==> config.mk <==
export PLATFORM = sky130hd
export DESIGN_NAME = shift_mix
export DESIGN_NICKNAME = d
export VERILOG_FILES = /design/src/rtl/aes_pkg.sv /design/src/rtl/mix_single_column.sv /design/src/rtl/shift_mix.sv
export SDC_FILE = /design/constraint.sdc
export NUM_CORES = 1
export LEC_CHECK = 0
export CAP_MARGIN = 15
export CORE_ASPECT_RATIO = 0.9
export CORE_UTILIZATION = 40
export CTS_BUF_LIST = sky130_fd_sc_hd__clkbuf_16
export DETAILED_ROUTE_END_ITERATION = 8
export GPL_ROUTABILITY_DRIVEN = 0
export PLACE_DENSITY = 0.67
export SLEW_MARGIN = 20
export SYNTH_ARGS = -nofsm -noshare
export SYNTH_HDL_FRONTEND = slang
export SYNTH_SLANG_ARGS = --single-unit
==> constraint.sdc <==
create_clock -name clk -period 2.5 [get_ports clk]
set_clock_uncertainty 0.15 [all_clocks]
set_input_delay 0.5 -clock clk [delete_from_list [all_inputs] [get_ports clk]]
set_output_delay 0.5 -clock clk [all_outputs]
set_load 0.02 [all_outputs]
==> src/rtl/aes_pkg.sv <==
// Shared AES datapath definitions: FSM states, GF(2^8) helpers and
// column-major byte indexing used by ShiftRows/MixColumns and Substitute.
package aes_pkg;

    typedef enum logic [1:0] {
        IDLE   = 2'd0,
        MIX    = 2'd1,
        FINISH = 2'd2
    } state_t;

    localparam logic [7:0] RED_POLY = 8'h1B;
    localparam int         ROWS     = 4;

    function automatic logic [7:0] xtime(input logic [7:0] x);
        return {x[6:0], 1'b0} ^ (x[7] ? RED_POLY : 8'h00);
    endfunction

    function automatic logic [7:0] gmul3(input logic [7:0] x);
        return xtime(x) ^ x;
    endfunction

    // Byte k = 4c+r sits at data[127-8k -: 8]; 15-k is simply ~{c,r}.
    function automatic logic [6:0] byte_lsb(
        input logic [1:0] r,
        input logic [1:0] c
    );
        return {~c, ~r, 3'b000};
    endfunction

    function automatic logic [7:0] state_byte(
        input logic [127:0] s,
        input logic [1:0]   r,
        input logic [1:0]   c
    );
        return s[byte_lsb(r, c) +: 8];
    endfunction

endpackage

==> src/rtl/mix_single_column.sv <==
// MixColumns transform of one 32-bit state column (a0 in the top byte).
module mix_single_column
    import aes_pkg::*;
(
    input  logic [31:0] column,
    output logic [31:0] mixed
);

    logic [7:0] a0, a1, a2, a3;
    logic [7:0] b0, b1, b2, b3;

    assign a0 = column[31:24];
    assign a1 = column[23:16];
    assign a2 = column[15:8];
    assign a3 = column[7:0];

    assign b0 = xtime(a0) ^ gmul3(a1) ^ a2 ^ a3;
    assign b1 = a0 ^ xtime(a1) ^ gmul3(a2) ^ a3;
    assign b2 = a0 ^ a1 ^ xtime(a2) ^ gmul3(a3);
    assign b3 = gmul3(a0) ^ a1 ^ a2 ^ xtime(a3);

    assign mixed = {b0, b1, b2, b3};

endmodule

==> src/rtl/shift_mix.sv <==
// AES ShiftRows + iterative MixColumns round stage, one column per clock,
// with a bypass path for the final round.
module shift_mix
    import aes_pkg::*;
#(
    parameter int COLS = 4
) (
    input  logic         clk,
    input  logic         n_rst,
    input  logic         load,
    input  logic         bypass_mix,
    input  logic [127:0] data_in,
    output logic [127:0] data_out,
    output logic         busy,
    output logic         done
);

    state_t       state, state_n;
    logic [1:0]   col, col_n;
    logic [127:0] work, work_n;
    logic [127:0] out_n;
    logic         done_n;
    logic [127:0] shifted;
    logic [31:0]  col_word;
    logic [31:0]  col_mixed;

    always_comb begin
        shifted = '0;
        for (int c = 0; c < COLS; c++) begin
            for (int r = 0; r < ROWS; r++) begin
                shifted[byte_lsb(2'(r), 2'(c)) +: 8] =
                    state_byte(data_in, 2'(r), 2'(c + r));
            end
        end
    end

    // Column col occupies work[127-32*col -: 32], i.e. base 32*(3-col).
    assign col_word = work[{~col, 5'b0} +: 32];

    mix_single_column u_mix (
        .column (col_word),
        .mixed  (col_mixed)
    );

    always_comb begin
        state_n = state;
        col_n   = col;
        work_n  = work;
        out_n   = data_out;
        done_n  = 1'b0;
        unique case (state)
            IDLE: begin
                if (load) begin
                    work_n  = shifted;
                    col_n   = 2'd0;
                    state_n = bypass_mix ? FINISH : MIX;
                end
            end
            MIX: begin
                work_n[{~col, 5'b0} +: 32] = col_mixed;
                col_n = col + 2'd1;
                if (col == 2'(COLS - 1)) begin
                    state_n = FINISH;
                end
            end
            FINISH: begin
                out_n   = work;
                done_n  = 1'b1;
                state_n = IDLE;
            end
            default: begin
                state_n = IDLE;
            end
        endcase
    end

    always_ff @(posedge clk) begin
        if (!n_rst) begin
            state    <= IDLE;
            col      <= 2'd0;
            work     <= '0;
            data_out <= '0;
            done     <= 1'b0;
        end else begin
            state    <= state_n;
            col      <= col_n;
            work     <= work_n;
            data_out <= out_n;
            done     <= done_n;
        end
    end

    assign busy = (state != IDLE);

endmodule
==> impl_metrics.json, run 1 <==
{
  "place_area_um2": 17200,
  "grt_pass1_vias": 12261,
  "cts_sinks": 261,
  "cts_root_buf": "clkbuf_16",
  "reg2reg_depth": 6,
  "placed_cells": 2099,
  "synthToLayoutAreaGrowth_pct": 37.2,
  "crit_path_end": "work[113]$_SDFFE_PN0P_",
  "synth_edf_count": 0,
  "netlist_area_um2": 13600,
  "synth-seq-cells": 261,
  "violations": "negative setup slack",
  "period_share_pct": 103,
  "path_clk_slew_ns": 0.06,
  "clkLatencyLatePin_ns": 0.54,
  "startpoint": "col[1]$_SDFFE_PN0P_",
  "avgSynthCellArea_um2": 9.30,
  "worst_slack_ns": -0.0779,
  "synth.most_common_cell": "dfxtp_1",
  "drive_gt1_share_pct": 18.9,
  "hold_viol_final": 0,
  "seqPwrFrac_pct": 33.2,
  "syn-num-nets": 1603,
  "synth_area_leaders": "dfxtp_1 (38%), a211oi_1 (12%), nand2_1 (7.2%)",
  "power_frac_clock_pct": 26.6,
  "crit_path_end_kind": "flip-flop",
  "grt_max_degree": 105,
  "die_area_um2": 34800,
  "route.vias.total": 12974,
  "io_buffers": 261,
  "rows": 63,
  "cellPowerDensity_nw_per_um2": 797,
  "wl_per_cell_um": 22.5,
  "fin_nets": 1831,
  "rr_startpoint": "col[1]$_SDFFE_PN0P_",
  "hold_ws_ns": 0.181,
  "rsz0062_at_grt": "yes",
  "timing.fmax_ghz": 0.388,
  "ir_drop_uv": 606,
  "synthFlopType": "dfxtp_1",
  "final_cell_count_no_fill": 2170,
  "p_sw_mw": 5.26,
  "cap_violations": 0,
  "start_kind": "flip-flop",
  "worstPathArrival_ns": 2.89,
  "synthArstFlopShare_pct": 0,
  "worstPathMaxFanout": 11,
  "dieWidth_um": 197,
  "ff2ff_setup_slack_ns": -0.08,
  "maxSlewHeadroom_pct": 66.0,
  "p_int_mw": 9.67,
  "grt_pass1_wl_um": 72700,
  "netlist.area_leader.share_pct": 38.3,
  "p_sw_share_pct": 35.2,
  "synth_common_cells": "dfxtp_1 (261), nand2_1 (260), a211oi_1 (213)",
  "h-tree-depth": 1,
  "worstReg2RegEnd": "work[113]$_SDFFE_PN0P_",
  "syn_inst": 1467,
  "final-setup-viol-count": 31,
  "drtPass1Iterations": 5,
  "clk_path_buf_depth": 3,
  "numCtsBuffers": 27,
  "ioPinCount": 262,
  "pwr-share-comb_pct": 40.2,
  "total_leakage_power_nw": 6.34,
  "wl_um": 48800,
  "ys_warn_count": 0,
  "viasPerCell": 5.98,
  "fin_crit_ns": 2.58,
  "antenna_left": 0,
  "grtUsageTotal_pct": 26.9,
  "post-dp-hpwl_um": 33400,
  "preCtsSetupSlack_ns": -0.0852,
  "synth.distinct_cells": 35,
  "grt_overflow_total": 0,
  "drv_slew": 0,
  "die_h_um": 177,
  "holdCritStartpoint": "n_rst",
  "outcome": "finished, violations left",
  "hold_depth": 2,
  "drtIter0Drc": 1428,
  "critPathRequiredTime_ns": 2.81,
  "holdCritPathClass": "in2reg",
  "antenna_found_initial": 4,
  "cts_tree": "yes",
  "cts_hold_buffers": 0,
  "core_um2": 33300,
  "finish.instance_area_um2": 18700,
  "synth_top_area_cell": "dfxtp_1",
  "initial_core_util_pct": 41.0,
  "yosysSeqAreaShare_pct": 38.3,
  "drc": 0,
  "critical_path_class": "reg2reg",
  "worst_slew_pin_slew_ns": 0.510
}
[placed cells by master, fill, tap and decap left out, types with 2 or more instances in the layout]
cell / n
xnor3_1: 12
nor2b_2: 4
dfxtp_4: 2
mux2_2: 4
xor2_2: 4
xor2_4: 2
xnor2_1: 3
a211oi_2: 89
bufinv_16: 3
clkdlybuf4s50_1: 260
and2_1: 2
xor2_1: 5
inv_1: 8
clkinv_2: 6
nand2_1: 260
dfxtp_1: 258
clkbuf_16: 28
a21boi_0: 129
xnor3_2: 21
xnor2_4: 9
xor3_2: 3
o21ai_0: 129
nand2b_2: 4
mux4_2: 32
buf_12: 31
nand3b_1: 2
a211oi_1: 167
xor3_1: 8
buf_6: 10
xnor2_2: 10
buf_4: 52
ha_1: 4
nand2b_4: 2
clkinv_1: 5
a21oi_1: 130
nor2_1: 2
[sequential cells by signal (all words and copies together) (netlist names)]
| register | flops |
|---|---|
| data_out | 128 |
| done | 1 |
| col | 2 |
| work | 128 |
| state | 2 |
[metrics by stage]
step / util, % / TNS (ns) / power [mW]
global placement: 51.6 / -0.406 / 10.1
global route: 56.3 / -4.14 / 15.4
detailed placement: 51.6 / -1.38 / 10.1
CTS: 55.0 / -0.580 / 14.4
finish: 56.3 / -0.744 / 14.9
floorplan: - / 0 / 8.23
[cells by family (layout without fill, tap and decap cells)]
family / Yosys count / after routing / synth area share, %
other: 0 / 1 / 0
multiplexers: 36 / 36 / 5.61
flip-flops: 261 / 261 / 38.3
AO/OA/AOI/OAI: 645 / 645 / 32.3
AND/OR/NAND/NOR: 286 / 286 / 8.34
adder cells (fa/ha/maj): 4 / 4 / 0.367
XOR/XNOR: 77 / 77 / 10.3
buffers and inverters: 158 / 405 / 4.76
[timing repair]
| action | CTS | global route |
|---|---|---|
| gates cloned | 1 | 1 |
| gates resized for setup | 41 | 61 |
| endpoints found under the hold margin | 0 | 0 |
| endpoints found under the setup margin | 79 | 113 |
| setup buffers | 7 | 13 |
| pin swaps | 11 | 29 |
[cell type report]
| class | instances | area, um2 |
|---|---|---|
| diodes | 1 | 2.50 |
| clock buffers | 27 | 676 |
| clock inverters | 21 | 169 |
| fillers | 2935 | 14500 |
| inverters | 2 | 7.51 |
| multi-input cells | 1048 | 8280 |
| flip-flops and latches | 261 | 5230 |
| well taps | 455 | 569 |
| repair buffers | 355 | 3780 |
[worst max-delay path, cell delays in order (launching register included)]
cell	delay, ns
dfxtp_4	0.42
buf_12	0.18
mux4_2	0.61
buf_12	0.17
xor3_1	0.38
xnor3_2	0.33
a211oi_2	0.24
[worst min path at each step]
stage	end	slack (ns)
5_1_grt	data_out[79]$_SDFFE_PN0P_	0.18
3_3_place_gp	data_out[117]$_SDFFE_PN0P_	0.30
4_1_cts	data_out[12]$_SDFFE_PN0P_	0.17
2_1_floorplan	data_out[63]$_SDFFE_PN0P_	0.30
3_5_place_dp	data_out[119]$_SDFFE_PN0P_	0.31
6_report	data_out[79]$_SDFFE_PN0P_	0.18
[power by group through the flow]
stage / registers (mW) / clock network [mW] / logic (mW)
final: 4.95 / 3.97 / 6.00
after floorplan: 4.88 / 0 / 3.35
after CTS: 4.92 / 4.00 / 5.48
after global routing: 4.97 / 4.17 / 6.25
after detailed placement: 5.01 / 0 / 5.13
after global placement: 5.01 / 0 / 5.05
[layer usage]
metal | vias to the layer above | GRT usage, % | wire length, um
met1 | 6258 | 37.9 | 20900
li1 | 5864 | - | -
met2 | 747 | 41.7 | 21900
met4 | 4 | 8.33 | 1430
met3 | 101 | 4.71 | 4530
met5 | - | 0 | 45
(Power assumes the default switching activity.)
==> inputs of run 2 (changes only) <==
--- a/config.mk
+++ b/config.mk
@@ -18 +18,2 @@
 export SYNTH_SLANG_ARGS = --single-unit
+export TNS_END_PERCENT = 100
==> constraint.sdc (replaced) <==
create_clock -name clk -period 2.5 [get_ports clk]
set_clock_uncertainty 0.15 [all_clocks]
set_input_delay 0.375 -clock clk [delete_from_list [all_inputs] [get_ports clk]]
set_output_delay 0.375 -clock clk [all_outputs]
set_load 0.02 [all_outputs]
==> run 2 against run 1 <==
Net effect:
- the run still ends with negative setup slack left
- sequential cell count did not move
- cell count fell by 0.23%
- non-clock buffer count fell by 7
- fmax rose by 0.90%
- core utilization fell by 0.89 points
- final area fell by 1.6%
- die area did not move
- critical path depth rose by 3
- register-to-register slack improved by 0.02 ns
- largest cell class unchanged
==> impl_metrics.json, run 2 (same netlist as run 1, synthesis figures left out) <==
{
  "cts_root_buf": "clkbuf_16",
  "cts_sinks": 261,
  "antenna_found_initial": 2,
  "grt_overflow_total": 0,
  "worstPathArrival_ns": 2.85,
  "numCtsBuffers": 29,
  "path_clk_slew_ns": 0.06,
  "route.vias.total": 12825,
  "holdCritPathClass": "in2reg",
  "core_um2": 33300,
  "met1_usage_pct": 37.5,
  "drtPass1Iterations": 5,
  "antenna_left": 0,
  "viasPerCell": 5.92,
  "place_area_um2": 17100,
  "initial_core_util_pct": 41.0,
  "clk_path_buf_depth": 3,
  "h-tree-depth": 1,
  "crit_path_end_kind": "flip-flop",
  "reg_top3": "data_out (128), work (128)",
  "worst_slew_pin_slew_ns": 0.507,
  "drive_gt1_share_pct": 17.1,
  "total_leakage_power_nw": 6.26,
  "antenna-diode-count": 0,
  "grt_pass1_vias": 12092,
  "cellPowerDensity_nw_per_um2": 790,
  "start_kind": "flip-flop",
  "cts_tree": "yes",
  "ioPinCount": 262,
  "die_h_um": 177,
  "final-setup-viol-count": 21,
  "worst_slack_ns": -0.0549,
  "worstPathMaxFanout": 18,
  "grtUsageTotal_pct": 26.7,
  "clkLatencyLatePin_ns": 0.55,
  "period_share_pct": 102,
  "layout_common_cells": "nand2_1 (260), clkdlybuf4s50_1 (260), dfxtp_1 (258)",
  "met3_usage_pct": 5.34,
  "dieWidth_um": 197,
  "die_area_um2": 34800,
  "synthToLayoutAreaGrowth_pct": 35.1,
  "wl_per_cell_um": 22.4,
  "wl_um": 48600,
  "final_core_util_pct": 55.4,
  "drtIter0Drc": 1338,
  "power_mw": 14.6,
  "ir_drop_uv": 681,
  "hold_viol_final": 0,
  "grt-busiest-layer": "met2",
  "grt_use_met2_pct": 41.3,
  "fin_nets": 1826,
  "post-dp-hpwl_um": 33400,
  "critPathRequiredTime_ns": 2.80,
  "rows": 63,
  "rsz0062_at_grt": "yes",
  "io_buffers": 261,
  "grt_max_degree": 107,
  "fillers": 2920,
  "maxSlewHeadroom_pct": 66.1,
  "drv_slew": 0,
  "critical_path_class": "reg2reg",
  "outcome": "finished, violations left",
  "grt_pass1_wl_um": 72200,
  "fin_crit_ns": 2.55,
  "drc": 0,
  "violations": "negative setup slack",
  "cap_violations": 0,
  "timing.fmax_ghz": 0.391,
  "finish.instance_area_um2": 18400
}
[run 2: final timing paths]
check / to / start / slack [ns] / depth (start not counted)
min reg2reg: data_out[81]$_SDFFE_PN0P_ / data_out[81]$_SDFFE_PN0P_ / 0.31 / 2
min: data_out[76]$_SDFFE_PN0P_ / n_rst / 0.09 / 2
max reg2reg: work[94]$_SDFFE_PN0P_ / col[1]$_SDFFE_PN0P_ / -0.05 / 9
max: work[94]$_SDFFE_PN0P_ / col[1]$_SDFFE_PN0P_ / -0.05 / 9
[run 2: critical path, cell delays in order (launching register included)]
cell and delay, ns:
dfxtp_4 0.37, buf_12 0.19, buf_4 0.18, inv_1 0.08, ha_4 0.31, nand3b_1 0.17, nor3_4 0.32, clkbuf_4 0.34
a211oi_1 0.08, a211oi_1 0.24
[run 2: through the flow]
stage | worst slack (ns) | instances | TNS, ns | hold WS (ns)
3_5_place_dp | -0.0862 | 2099 | -1.04 | 0.306
2_1_floorplan | 0.0641 | 1467 | 0 | 0.298
5_1_grt | -0.169 | 2165 | -7.06 | 0.0966
3_3_place_gp | -0.0543 | 2099 | -0.262 | 0.303
4_1_cts | -0.0276 | 2153 | -0.0893 | 0.0771
6_report | -0.0549 | 2165 | -0.432 | 0.0875
[run 2: where the power goes]
part           leakage [nW]  internal [mW]  switching (mW)
registers              2.13           4.56           0.384
clock network         0.448           2.19            1.75
logic                  3.68           2.69            3.00
total                  6.26           9.43            5.13
[run 2: final cells by class]
class                      instances  area [um2]  area share (%)
clock inverter                    22         121           0.659
tap                              455         569            3.09
inverter                           2        7.51          0.0407
timing repair buffer             348        3630            19.7
sequential                       261        5230            28.4
multi-input combinational       1048        8140            44.2
clock buffer                      29         726            3.94
[run 2: per-layer routing]
metal / vias up / share of wire [%]
met5: - / 0.054
met4: 4 / 3.1
met3: 103 / 9.2
met2: 720 / 44
met1: 6155 / 43
li1: 5843 / -
[run 2: what timing repair did]
action | CTS | global route
endpoints found under the setup margin | 59 | 115
gates cloned | 0 | 2
resized for setup | 20 | 52
hold buffers | 0 | 0
buffers inserted | 3 | 10
pin swaps | 2 | 11
hold endpoints to repair | 0 | 0
